`src/rtl/msg_serializer_if.sv`:
```
// Handshake bundle for msg_serializer: wide message in, narrow beats out.
// master = producer/consumer side, slave = serializer side.
interface msg_serializer_if #(
  parameter int p_msg_nbits  = 32,
  parameter int p_beat_nbits = 8
);
  localparam int c_num_beats = p_msg_nbits / p_beat_nbits;
  localparam int c_cnt_nbits = $clog2(c_num_beats);

  logic                    in_val;
  logic                    in_rdy;
  logic [p_msg_nbits-1:0]  in_msg;
  logic                    out_val;
  logic                    out_rdy;
  logic [p_beat_nbits-1:0] out_msg;
  logic                    out_last;
  logic [c_cnt_nbits-1:0]  beat_idx;

  modport master (
    output in_val, in_msg, out_rdy,
    input  in_rdy, out_val, out_msg, out_last, beat_idx
  );

  modport slave (
    input  in_val, in_msg, out_rdy,
    output in_rdy, out_val, out_msg, out_last, beat_idx
  );
endinterface

```
`src/rtl/msg_serializer.sv`:
```
// Width-down val/rdy serializer: registers one wide message, emits it LSB slice first.
// Define MSG_SERIALIZER_PIPE_EN to accept the next message on the last-beat transfer.
module msg_serializer #(
  parameter int p_msg_nbits  = 32,
  parameter int p_beat_nbits = 8
) (
  input  logic           clk,
  input  logic           reset,
  msg_serializer_if.slave bus
);
  localparam int c_num_beats = p_msg_nbits / p_beat_nbits;
  localparam int c_cnt_nbits = $clog2(c_num_beats);
  localparam logic [c_cnt_nbits-1:0] c_last_idx = c_cnt_nbits'(c_num_beats - 1);

  typedef enum logic {IDLE, SEND} state_t;

  state_t                                   state;
  state_t                                   state_next;
  logic [p_msg_nbits-1:0]                   msg_reg;
  logic [c_cnt_nbits-1:0]                   idx;
  logic [c_cnt_nbits-1:0]                   idx_next;
  logic                                     load;
  logic                                     last;
  logic [c_num_beats-1:0][p_beat_nbits-1:0] slices;

  assign slices = msg_reg;
  assign last   = (state == SEND) && (idx == c_last_idx);

  always_ff @(posedge clk) begin
    if (reset) begin
      state   <= IDLE;
      idx     <= '0;
      msg_reg <= '0;
    end else begin
      state <= state_next;
      idx   <= idx_next;
      if (load) msg_reg <= bus.in_msg;
    end
  end

  always_comb begin
    state_next   = state;
    idx_next     = idx;
    load         = 1'b0;
    bus.in_rdy   = 1'b0;
    bus.out_val  = 1'b0;
    bus.out_last = 1'b0;
    bus.beat_idx = '0;
    bus.out_msg  = slices[idx];
    case (state)
      IDLE: begin
        bus.in_rdy = 1'b1;
        if (bus.in_val) begin
          load       = 1'b1;
          idx_next   = '0;
          state_next = SEND;
        end
      end
      SEND: begin
        bus.out_val  = 1'b1;
        bus.out_last = last;
        bus.beat_idx = idx;
`ifdef MSG_SERIALIZER_PIPE_EN
        // Combinational out_rdy -> in_rdy: refill on the last-beat transfer.
        bus.in_rdy = bus.out_rdy && last;
`endif
        if (bus.out_rdy) begin
          if (last) begin
            idx_next   = '0;
            state_next = IDLE;
`ifdef MSG_SERIALIZER_PIPE_EN
            if (bus.in_val) begin
              load       = 1'b1;
              state_next = SEND;
            end
`endif
          end else begin
            idx_next = idx + 1'b1;
          end
        end
      end
      default: state_next = IDLE;
    endcase
    // Reset overrides the handshake outputs regardless of inputs.
    if (reset) begin
      bus.in_rdy  = 1'b0;
      bus.out_val = 1'b0;
    end
  end
endmodule

```
`src/flat_wrapper.sv`:
```
// flat-port wrapper written by rule: the top's interface ports become plain ports
module msg_serializer_flat 
#(
  parameter int p_msg_nbits  = 32,
  parameter int p_beat_nbits = 8
)
  (clk, reset, bus_in_val, bus_in_msg, bus_out_rdy, bus_in_rdy, bus_out_val, bus_out_msg, bus_out_last, bus_beat_idx);
  msg_serializer_if #(.p_msg_nbits(p_msg_nbits), .p_beat_nbits(p_beat_nbits)) bus_i ();
  input  logic clk;
  input  logic reset;
  input wire logic [$bits(bus_i.in_val)-1:0] bus_in_val;
  input wire logic [$bits(bus_i.in_msg)-1:0] bus_in_msg;
  input wire logic [$bits(bus_i.out_rdy)-1:0] bus_out_rdy;
  output wire logic [$bits(bus_i.in_rdy)-1:0] bus_in_rdy;
  output wire logic [$bits(bus_i.out_val)-1:0] bus_out_val;
  output wire logic [$bits(bus_i.out_msg)-1:0] bus_out_msg;
  output wire logic [$bits(bus_i.out_last)-1:0] bus_out_last;
  output wire logic [$bits(bus_i.beat_idx)-1:0] bus_beat_idx;
  assign bus_i.in_val = bus_in_val;
  assign bus_i.in_msg = bus_in_msg;
  assign bus_i.out_rdy = bus_out_rdy;
  assign bus_in_rdy = bus_i.in_rdy;
  assign bus_out_val = bus_i.out_val;
  assign bus_out_msg = bus_i.out_msg;
  assign bus_out_last = bus_i.out_last;
  assign bus_beat_idx = bus_i.beat_idx;
  msg_serializer #(.p_msg_nbits(p_msg_nbits), .p_beat_nbits(p_beat_nbits)) u_core (.clk(clk), .reset(reset), .bus(bus_i));
endmodule
```
`config.mk`:
```
export PLATFORM = sky130hd
export DESIGN_NAME = msg_serializer_flat
export DESIGN_NICKNAME = d
export VERILOG_FILES = /design/src/rtl/msg_serializer_if.sv /design/src/rtl/msg_serializer.sv /design/src/flat_wrapper.sv
export SDC_FILE = /design/constraint.sdc
export NUM_CORES = 1
export LEC_CHECK = 0
export ABC_AREA = 1
export CORE_UTILIZATION = 45
export CTS_BUF_LIST = sky130_fd_sc_hd__clkbuf_2
export DETAILED_ROUTE_END_ITERATION = 12
export PLACE_DENSITY_LB_ADDON = 0.2
export SYNTH_ARGS = -nofsm -noshare
export SYNTH_HDL_FRONTEND = slang
export SYNTH_SLANG_ARGS = --single-unit
```
`constraint.sdc`:
```
create_clock -name clk -period 1.1 [get_ports clk]
set_input_delay 0.22 -clock clk [delete_from_list [all_inputs] [get_ports clk]]
set_output_delay 0.22 -clock clk [all_outputs]
set_load 0.01 [all_outputs]
```
==> results list, run 1 <==
* Setup Viol. Count Final: 47
- Once detail routing completed, the nets flagged for antenna violations numbered 0.
- Detailed-route via count: 1890
- Count of buffers inserted at the top-level ports: 48
- Portion of synthesized cell area occupied by the leading cell type: 39.6%
- Length in cells of the worst reg-to-reg path: 8
- On the final layout, the worst clock skew is 0.0105 ns.
- In this run the deepest clock path goes through 2 buffers.
- The wire-length estimate of the detail-placed layout is 2.96 mm.
* Utilization after layout: 82.8%
* Leakage power of the design: 0.00141 uW
* Layout Nets: 367
- The final critical path takes up 156% of the cycle.
- Max FO, Critical Path: 8
- Subtracting the final worst setup slack from the clock period gives 1.71 ns.
- Worst reg2reg path startpoint: u_core.state$_SDFF_PP0_
- Largest cells by area after synthesis: sky130_fd_sc_hd__dfxtp_1 (40%), sky130_fd_sc_hd__nor2_2 (11%), sky130_fd_sc_hd__o21ai_1 (8.5%)
- Routed vias/inst: 4.99
- Pin slew with the least headroom to its limit: 0.613 ns
- For this run, the top clock speed supported by timing is 0.584 GHz.
* Cell variety after synth: 21
- Arrival time of data at the critical path endpoint: 1.49 ns
- The final number of max-transition violations was 0.
* Switching share of total power: 33.0%
- In this run the power spent charging and discharging nets is 1040 uW.
- Adding up every negative setup slack in the final design gives -10.25 ns.
- Horizontal extent of the die: 64.7 um
- After detailed routing, the total wire length is 5.66 mm.
* Detail-routed net length per standard cell: 14.9 um
* Synthesized area: 1770 um^2
- Wire length of the first global-routing pass: 8.80 mm
* Average size of a mapped cell: 7.75 um^2
- Overall global routing resource usage: 28.4%
* Number of search-and-repair iterations in the first detailed-routing pass: 4
- The endpoint identified for the worst register-to-register timing path is u_core.msg_reg[18]$_SDFFE_PP0P_.
* Synth cell count leaders: sky130_fd_sc_hd__dfxtp_1 (35), sky130_fd_sc_hd__nor2_1 (35), sky130_fd_sc_hd__nand2_1 (31), sky130_fd_sc_hd__nor2_2 (30), sky130_fd_sc_hd__o21ai_1 (30)
- Timing endpoint of the critical path: bus_out_msg[2]
- After detailed routing, the wire length on met1 is 2.45 mm.
- Library cell with the largest summed area after synthesis: sky130_fd_sc_hd__dfxtp_1
* Initial DRC Count: 66
* Worst-Skew Late Latency: 0.38 ns
* Kind of start point of the critical path: register
- Setup repair after global routing could not meet its margin everywhere.
- Min setup slack post-route: -0.613 ns
- The internal portion of the total power is 2120 uW.
- Synthesized flop and latch total: 35
* DR DRC count: 0
* Tightest hold margin: 0.424 ns
* Relative slew slack: 59.1%
- Hold violation count in the final report: 0
- Antenna violations before repair: 0
- The tightest min-delay check is of the in2reg type.
- The congestion estimate from routability-driven global placement came to 0.791.
* Share of synthesized flip-flops with an asynchronous set or reset: 0%
- In this run, synthesis inferred 0 flip-flops with an integrated enable.
* Post-synthesis instance total: 228
- For this run the aggregate overflow at the end of global routing stands at 0.
* Peak supply drop: 688 uV
- # IOs: 49
- The tool flagged a number of max-cap violations equal to 0.
- Vias in the first global route: 1871
- Pin count of the biggest net entering global routing: 21
- Summed over all nets, wire length on met2 after detailed routing comes to 2.87 mm.
- The repair_antennas step left the layout with diodes totalling 0.
- The critical path starts at u_core.idx[0]$_SDFFE_PP0P_.
- Initial core utilization: 47.6%
- The register with the most flip-flops in the layout has 32 of them.
- Num Clock Sinks: 35
- Synthesis produced a netlist with a net count of 265.
* Required time at the worst-slack endpoint: 0.88 ns
- The share of total power dissipated in the clock network is 19.3%.
- The region available for standard cell placement spans 3720 um^2.
- The worst setup path is of the reg2out kind.
- Clock-pin slew was measured on the worst setup and hold paths at 0.18 ns.
* TritonCTS clock tree: yes
- Summing internal, switching and leakage power gives 3160 uW.
- Root buf cell: sky130_fd_sc_hd__clkbuf_2
- In the synthesized netlist the dominant register cell turns out to be sky130_fd_sc_hd__dfxtp_1.
- Setup slack on the worst reg-to-reg path comes out at -0.18 ns.
* Syn. warnings: 0
- Highest routing layer actually used: met4
- Number of buffers inserted during clock tree synthesis: 5
- The routed design uses 221 um of met3 wire.
* Failing checks: negative setup slack
- In this run the number of H-tree levels came out at 2.
* Portion of total power attributed to sequential cells: 45.4%
- STA classifies the critical path endpoint as an output pin.
- Chip Height: 64.7 um
- The share of the Yosys chip area taken by registers is 39.6%.
- Combinational cell fraction of total power: 35.3%
- Cells with a size suffix above 1 make up 51.1% of the layout.
* Power per cell area: 1030 nW/um^2
- Row generation in the floorplan step produced 22 rows.
- Area overhead of the layout relative to synthesis: 74.1%
- Outcome: complete, but fails checks
* Die footprint: 4180 um^2
==> area by class of cell <==
| class | count | area (um^2) |
|---|---|---|
| inverter | 26 | 134 |
| clock inverter | 1 | 5.00 |
| timing repair buffer | 103 | 988 |
| clock buffer | 7 | 35.0 |
| multi-input combinational | 156 | 1090 |
| tap | 48 | 60.1 |
| sequential | 35 | 709 |
| fill | 231 | 638 |
| timing repair inverter | 3 | 52.6 |
==> through the flow <==
step	std cells	setup slack (ns)	area (um^2)
2_1_floorplan	228	0.0184	1770
3_3_place_gp	348	-0.485	2480
3_5_place_dp	348	-0.505	2480
4_1_cts	372	-0.582	2880
5_1_grt	379	-0.675	3080
6_report	379	-0.613	3080
==> cells in the final DEF (no fill, tap or decap), types with 2 or more instances in the layout <==
cell	instances
sky130_fd_sc_hd__clkdlybuf4s50_1	34
sky130_fd_sc_hd__buf_4	34
sky130_fd_sc_hd__dfxtp_1	32
sky130_fd_sc_hd__nor2_1	30
sky130_fd_sc_hd__o21ai_2	29
sky130_fd_sc_hd__nand2_1	25
sky130_fd_sc_hd__nor2_2	23
sky130_fd_sc_hd__inv_1	21
sky130_fd_sc_hd__o211ai_1	16
sky130_fd_sc_hd__nor2_4	14
sky130_fd_sc_hd__buf_2	13
sky130_fd_sc_hd__buf_6	13
sky130_fd_sc_hd__nand2_2	7
sky130_fd_sc_hd__clkbuf_2	7
sky130_fd_sc_hd__nand2_8	3
sky130_fd_sc_hd__buf_16	3
sky130_fd_sc_hd__buf_12	3
sky130_fd_sc_hd__inv_2	2
sky130_fd_sc_hd__o21ai_4	2
sky130_fd_sc_hd__a21oi_2	2
sky130_fd_sc_hd__buf_8	2
sky130_fd_sc_hd__dfxtp_4	2
==> cells by family (layout without fill, tap and decap cells) <==
kind of cell	Yosys count	in the layout	synth area share, %
AOI/OAI and AO/OA	52	52	17.4
adders and majority gates	1	1	0.708
buffers and inverters	39	140	13.9
DFF	35	35	39.6
and+or+nand+nor	101	103	28.4
==> power groups by stage <==
stage / Combinational, uW / Sequential, uW / Clock, uW
floorplan: 428 / 1450 / 0
global placement: 802 / 1450 / 0
detailed placement: 813 / 1450 / 0
CTS: 991 / 1420 / 606
global route: 1200 / 1450 / 659
finish: 1120 / 1430 / 610
==> how the worst min path moves through the flow <==
stage	slack, ns	depth (start not counted)	end	from
after global routing	0.40	3	u_core.msg_reg[16]$_SDFFE_PP0P_	bus_in_msg[16]
after detailed placement	0.48	2	u_core.msg_reg[8]$_SDFFE_PP0P_	u_core.msg_reg[8]$_SDFFE_PP0P_
after floorplan	0.28	1	u_core.idx[1]$_SDFFE_PP0P_	reset
after CTS	0.41	3	u_core.msg_reg[18]$_SDFFE_PP0P_	bus_in_msg[18]
after global placement	0.47	2	u_core.msg_reg[31]$_SDFFE_PP0P_	u_core.msg_reg[31]$_SDFFE_PP0P_
final	0.42	3	u_core.msg_reg[9]$_SDFFE_PP0P_	bus_in_msg[9]
==> critical path: stages, from the launching register on <==
cell                       delay [ns]
sky130_fd_sc_hd__dfxtp_2         0.37
sky130_fd_sc_hd__buf_6           0.11
sky130_fd_sc_hd__inv_8           0.05
sky130_fd_sc_hd__buf_6           0.13
sky130_fd_sc_hd__o211ai_1        0.21
sky130_fd_sc_hd__nand2_1         0.09
sky130_fd_sc_hd__buf_2           0.15
==> repair_timing <==
| action | in CTS | in global routing |
|---|---|---|
| pin swaps | 13 | 6 |
| buffers inserted | 10 | 6 |
| setup endpoints to repair | 46 | 47 |
| gates cloned | 7 | 1 |
| hold buffers | 0 | 0 |
| resized for setup | 122 | 32 |
==> per-layer routing <==
metal | GRT usage [%] | vias up
li1 | - | 933
met1 | 33.8 | 888
met2 | 51.3 | 57
met3 | 4.75 | 12
met4 | 9.44 | 0
met5 | 0 | -
No activity file was read; power rests on OpenSTA's default activity.
==> run 2: changes to the inputs <==
==> constraint.sdc (replaced) <==
create_clock -name clk -period 1.8 [get_ports clk]
set_input_delay 0.36 -clock clk [delete_from_list [all_inputs] [get_ports clk]]
set_output_delay 0.36 -clock clk [all_outputs]
set_load 0.01 [all_outputs]
==> results list, run 2 (synthesis results as in run 1) <==
- Outcome: finished clean (was complete, but fails checks).
- Arrival time of data at the critical path endpoint: 1.38 ns (was 1.49 ns)
- Worst path depth: 5 (was 6)
* Relative slew slack: 80.4% (was 59.1%)
- Number of nets with antenna violations after routing: 0 (unchanged)
- Count of buffers inserted at the top-level ports: 48 (unchanged)
- Endpoint of the worst register-to-register path: u_core.msg_reg[24]$_SDFFE_PP0P_ (was u_core.msg_reg[18]$_SDFFE_PP0P_)
- Commonest cells after routing, fill and taps aside: sky130_fd_sc_hd__nor2_1 (35), sky130_fd_sc_hd__clkdlybuf4s50_1 (35), sky130_fd_sc_hd__dfxtp_1 (32), sky130_fd_sc_hd__nand2_1 (31) (was sky130_fd_sc_hd__clkdlybuf4s50_1 (34), sky130_fd_sc_hd__buf_4 (34), sky130_fd_sc_hd__dfxtp_1 (32), sky130_fd_sc_hd__nor2_1 (30), sky130_fd_sc_hd__o21ai_2 (29)).
- The required time at the worst-slack endpoint is 1.44 ns (was 0.88 ns).
* Flip-flop count of the largest register after layout: 32 (unchanged)
- The category of cells accounting for the largest share of critical-path delay was flip-flops (was buffers and inverters).
* Hold violation count in the final report: 0 (unchanged)
- The routed wirelength normalized by instance count was 12.3 um (was 14.9 um).
* Overall global routing resource usage: 22.0% (was 28.4%)
- CP Cell Sequence: inv_6 -> buf_16 -> o211ai_1 -> nand2_1 -> buf_2 (was buf_6 -> inv_8 -> buf_6 -> o211ai_1 -> nand2_1 -> buf_2)
* # IOs: 49 (unchanged)
- Detailed placer's ending HPWL: 2.67 mm (was 2.96 mm)
* Min-delay worst type: reg2reg (was in2reg)
- The vertical die dimension was 64.7 um (unchanged).
- Final worst path period need: 1.74 ns
* Vias in the first global route: 1536 (was 1871)
* Total cell area at the placement stage: 2250 um^2 (was 2480 um^2)
* Combined flip-flop and latch cell area: 712 um^2 (was 709 um^2)
* Length in cells of the worst reg-to-reg path: 5 (was 8)
* Pin count of the biggest net entering global routing: 33 (was 21)
- The area of all placed cells without fillers is 2320 um^2 (was 3080 um^2).
* Register clock-pin slew on the reported worst setup and hold paths: 0.16 ns (was 0.18 ns)
* Wire length of the first global-routing pass: 6.88 mm (was 8.80 mm)
- The max-cap violation count was 0 (unchanged).
- Dpl cells: 320 (was 348)
- The type of origin of the critical path was a register (unchanged).
- The core footprint came to 3720 um^2 (unchanged).
- Worst-Skew Late Latency: 0.38 ns (about the same)
* Number of diodes: 0 (unchanged)
- The minimum setup slack among reg-to-reg paths came to 0.64 ns (was -0.18 ns).
- Power after layout: 1640 uW (was 3160 uW)
* Worst Hold End: u_core.msg_reg[8]$_SDFFE_PP0P_ (was u_core.msg_reg[9]$_SDFFE_PP0P_)
* Post-detailed-routing wire length: 4.07 mm (was 5.66 mm)
* Peak supply drop: 459 uV (was 688 uV)
* Die footprint: 4180 um^2 (unchanged)
- Horizontal extent of the die: 64.7 um (unchanged)
- Global placement routability congestion: 0.797 (was 0.791)
- The remaining routing DRC violations is 0 (unchanged).
- Setup Viol. Count Final: 0 (was 47)
- Post-CTS Hold Fix Bufs: 0 (unchanged)
* Utilization after layout: 62.6% (was 82.8%)
- The number of antenna violations at the first check in global routing was 0 (unchanged).
* Number of cell rows: 22 (unchanged)
- The sort of element at the end of the critical path is an output pin (unchanged).
- The filler cell count in the final layout is 359 (was 231).
- Total congestion overflow after global routing: 0 (unchanged)
- The clock skew after layout came to 0.0119 ns (was 0.0105 ns).
- The number of clock sinks came to 35 (unchanged).
* Initial core utilization: 47.6% (unchanged)
- Worst reg2reg path startpoint: u_core.state$_SDFF_PP0_ (unchanged)
- Initial DRC Count: 90 (was 66)
- Ratio of cells with drive above 1 in the final layout: 25.8% (was 51.1%)
- The clock tree buffer depth was 2 (unchanged).
* Layout Nets: 319 (was 367)
- Leakage power of the design: 0.00106 uW (was 0.00141 uW)
* Area taken by multi-input logic gates: 835 um^2 (was 1090 um^2)
- For this run, the top clock speed supported by timing is 0.575 GHz.
- Detailed-route via count: 1601 (was 1890)
- Start-to-end type of the worst setup path: reg2out (unchanged)
* Power per cell area: 704 nW/um^2 (was 1030 nW/um^2)
- The H-tree depth came to 2 (unchanged).
- The highest net fanout along the worst path came to 8 (unchanged).
* Number of buffers inserted during clock tree synthesis: 5 (unchanged)
- Number of search-and-repair iterations in the first detailed-routing pass: 4 (unchanged)
* Cell depth of the worst hold path: 2 (was 3)
- Final period util: 96.6%
- The final number of max-transition violations was 0 (unchanged).
- Library cell contributing the largest single delay on the critical path: sky130_fd_sc_hd__dfxtp_4 (was sky130_fd_sc_hd__dfxtp_2)
- The startpoint of the most critical hold path is u_core.msg_reg[8]$_SDFFE_PP0P_ (was bus_in_msg[9]).
* TritonCTS clock tree: yes (unchanged)
- Area overhead of the layout relative to synthesis: 31.5% (was 74.1%)
- CP bufs+invs: 3 (was 4)
- RSZ-0062 raised after global routing: true (unchanged).
- Fin cells: 331 (was 379)
- Longest individual stage delay on the worst path: 0.40 ns (was 0.37 ns)
* Routed vias/inst: 4.84 (was 4.99)
- Root buf cell: sky130_fd_sc_hd__clkbuf_2 (unchanged)
- Pin slew with the least headroom to its limit: 0.293 ns (was 0.613 ns)
==> run 2: tightest hold or removal path: cells and delay by family (launching register included) <==
family / cells / cell delay [ns]
DFF: 1 / 0.34
and+or+nand+nor: 2 / 0.14
==> run 2: through the flow <==
| step | hold WS [ns] | worst slack [ns] | setup TNS, ns |
|---|---|---|---|
| after floorplan | 0.422 | 0.578 | 0 |
| after detailed placement | 0.472 | -0.0129 | -0.0149 |
| final | 0.499 | 0.0618 | 0 |
| after CTS | 0.500 | -0.110 | -0.110 |
| after global routing | 0.517 | -0.0399 | -0.162 |
| after global placement | 0.462 | -0.0284 | -0.0320 |
==> run 2: cell type report <==
type                            count  area share (%)
Clock buffer                        6            1.29
Clock inverter                      2           0.323
Inverter                           26            4.74
Multi-Input combinational cell    154            35.9
Sequential cell                    35            30.6
Tap cell                           48            2.58
Timing Repair Buffer               60            24.5
==> run 2: power by group <==
group          total (uW)  internal (uW)  switching, uW
registers             878            833           45.1
clock network         346           93.4            253
logic                 412            208            204
==> run 2: repair_timing <==
| action | 4_1_cts | 5_1_grt |
|---|---|---|
| cloned | 1 | 1 |
| buffers inserted | 2 | 0 |
| endpoints found under the setup margin | 13 | 10 |
| resized for setup | 43 | 8 |
| pin swaps | 4 | 4 |
==> run 2: worst max-delay path by stage <==
stage	from	end	slack (ns)
after floorplan	u_core.idx[0]$_SDFFE_PP0P_	bus_out_msg[7]	0.58
after global placement	reset	bus_out_val	-0.03
after detailed placement	reset	bus_out_val	-0.01
after CTS	u_core.idx[0]$_SDFFE_PP0P_	bus_out_msg[0]	-0.11
after global routing	u_core.idx[0]$_SDFFE_PP0P_	bus_out_msg[0]	-0.04
final	u_core.idx[0]$_SDFFE_PP0P_	bus_out_msg[0]	0.06
==> run 2: metal layers <==
| layer | vias up | GRT usage, % | part of all wire [%] |
|---|---|---|---|
| met1 | 720 | 28.1 | 47 |
| met2 | 38 | 35.1 | 47 |
| met5 | - | 0 | 0 |
| met4 | 0 | 10.8 | 1.4 |
| li1 | 836 | - | - |
| met3 | 7 | 4.23 | 3.9 |
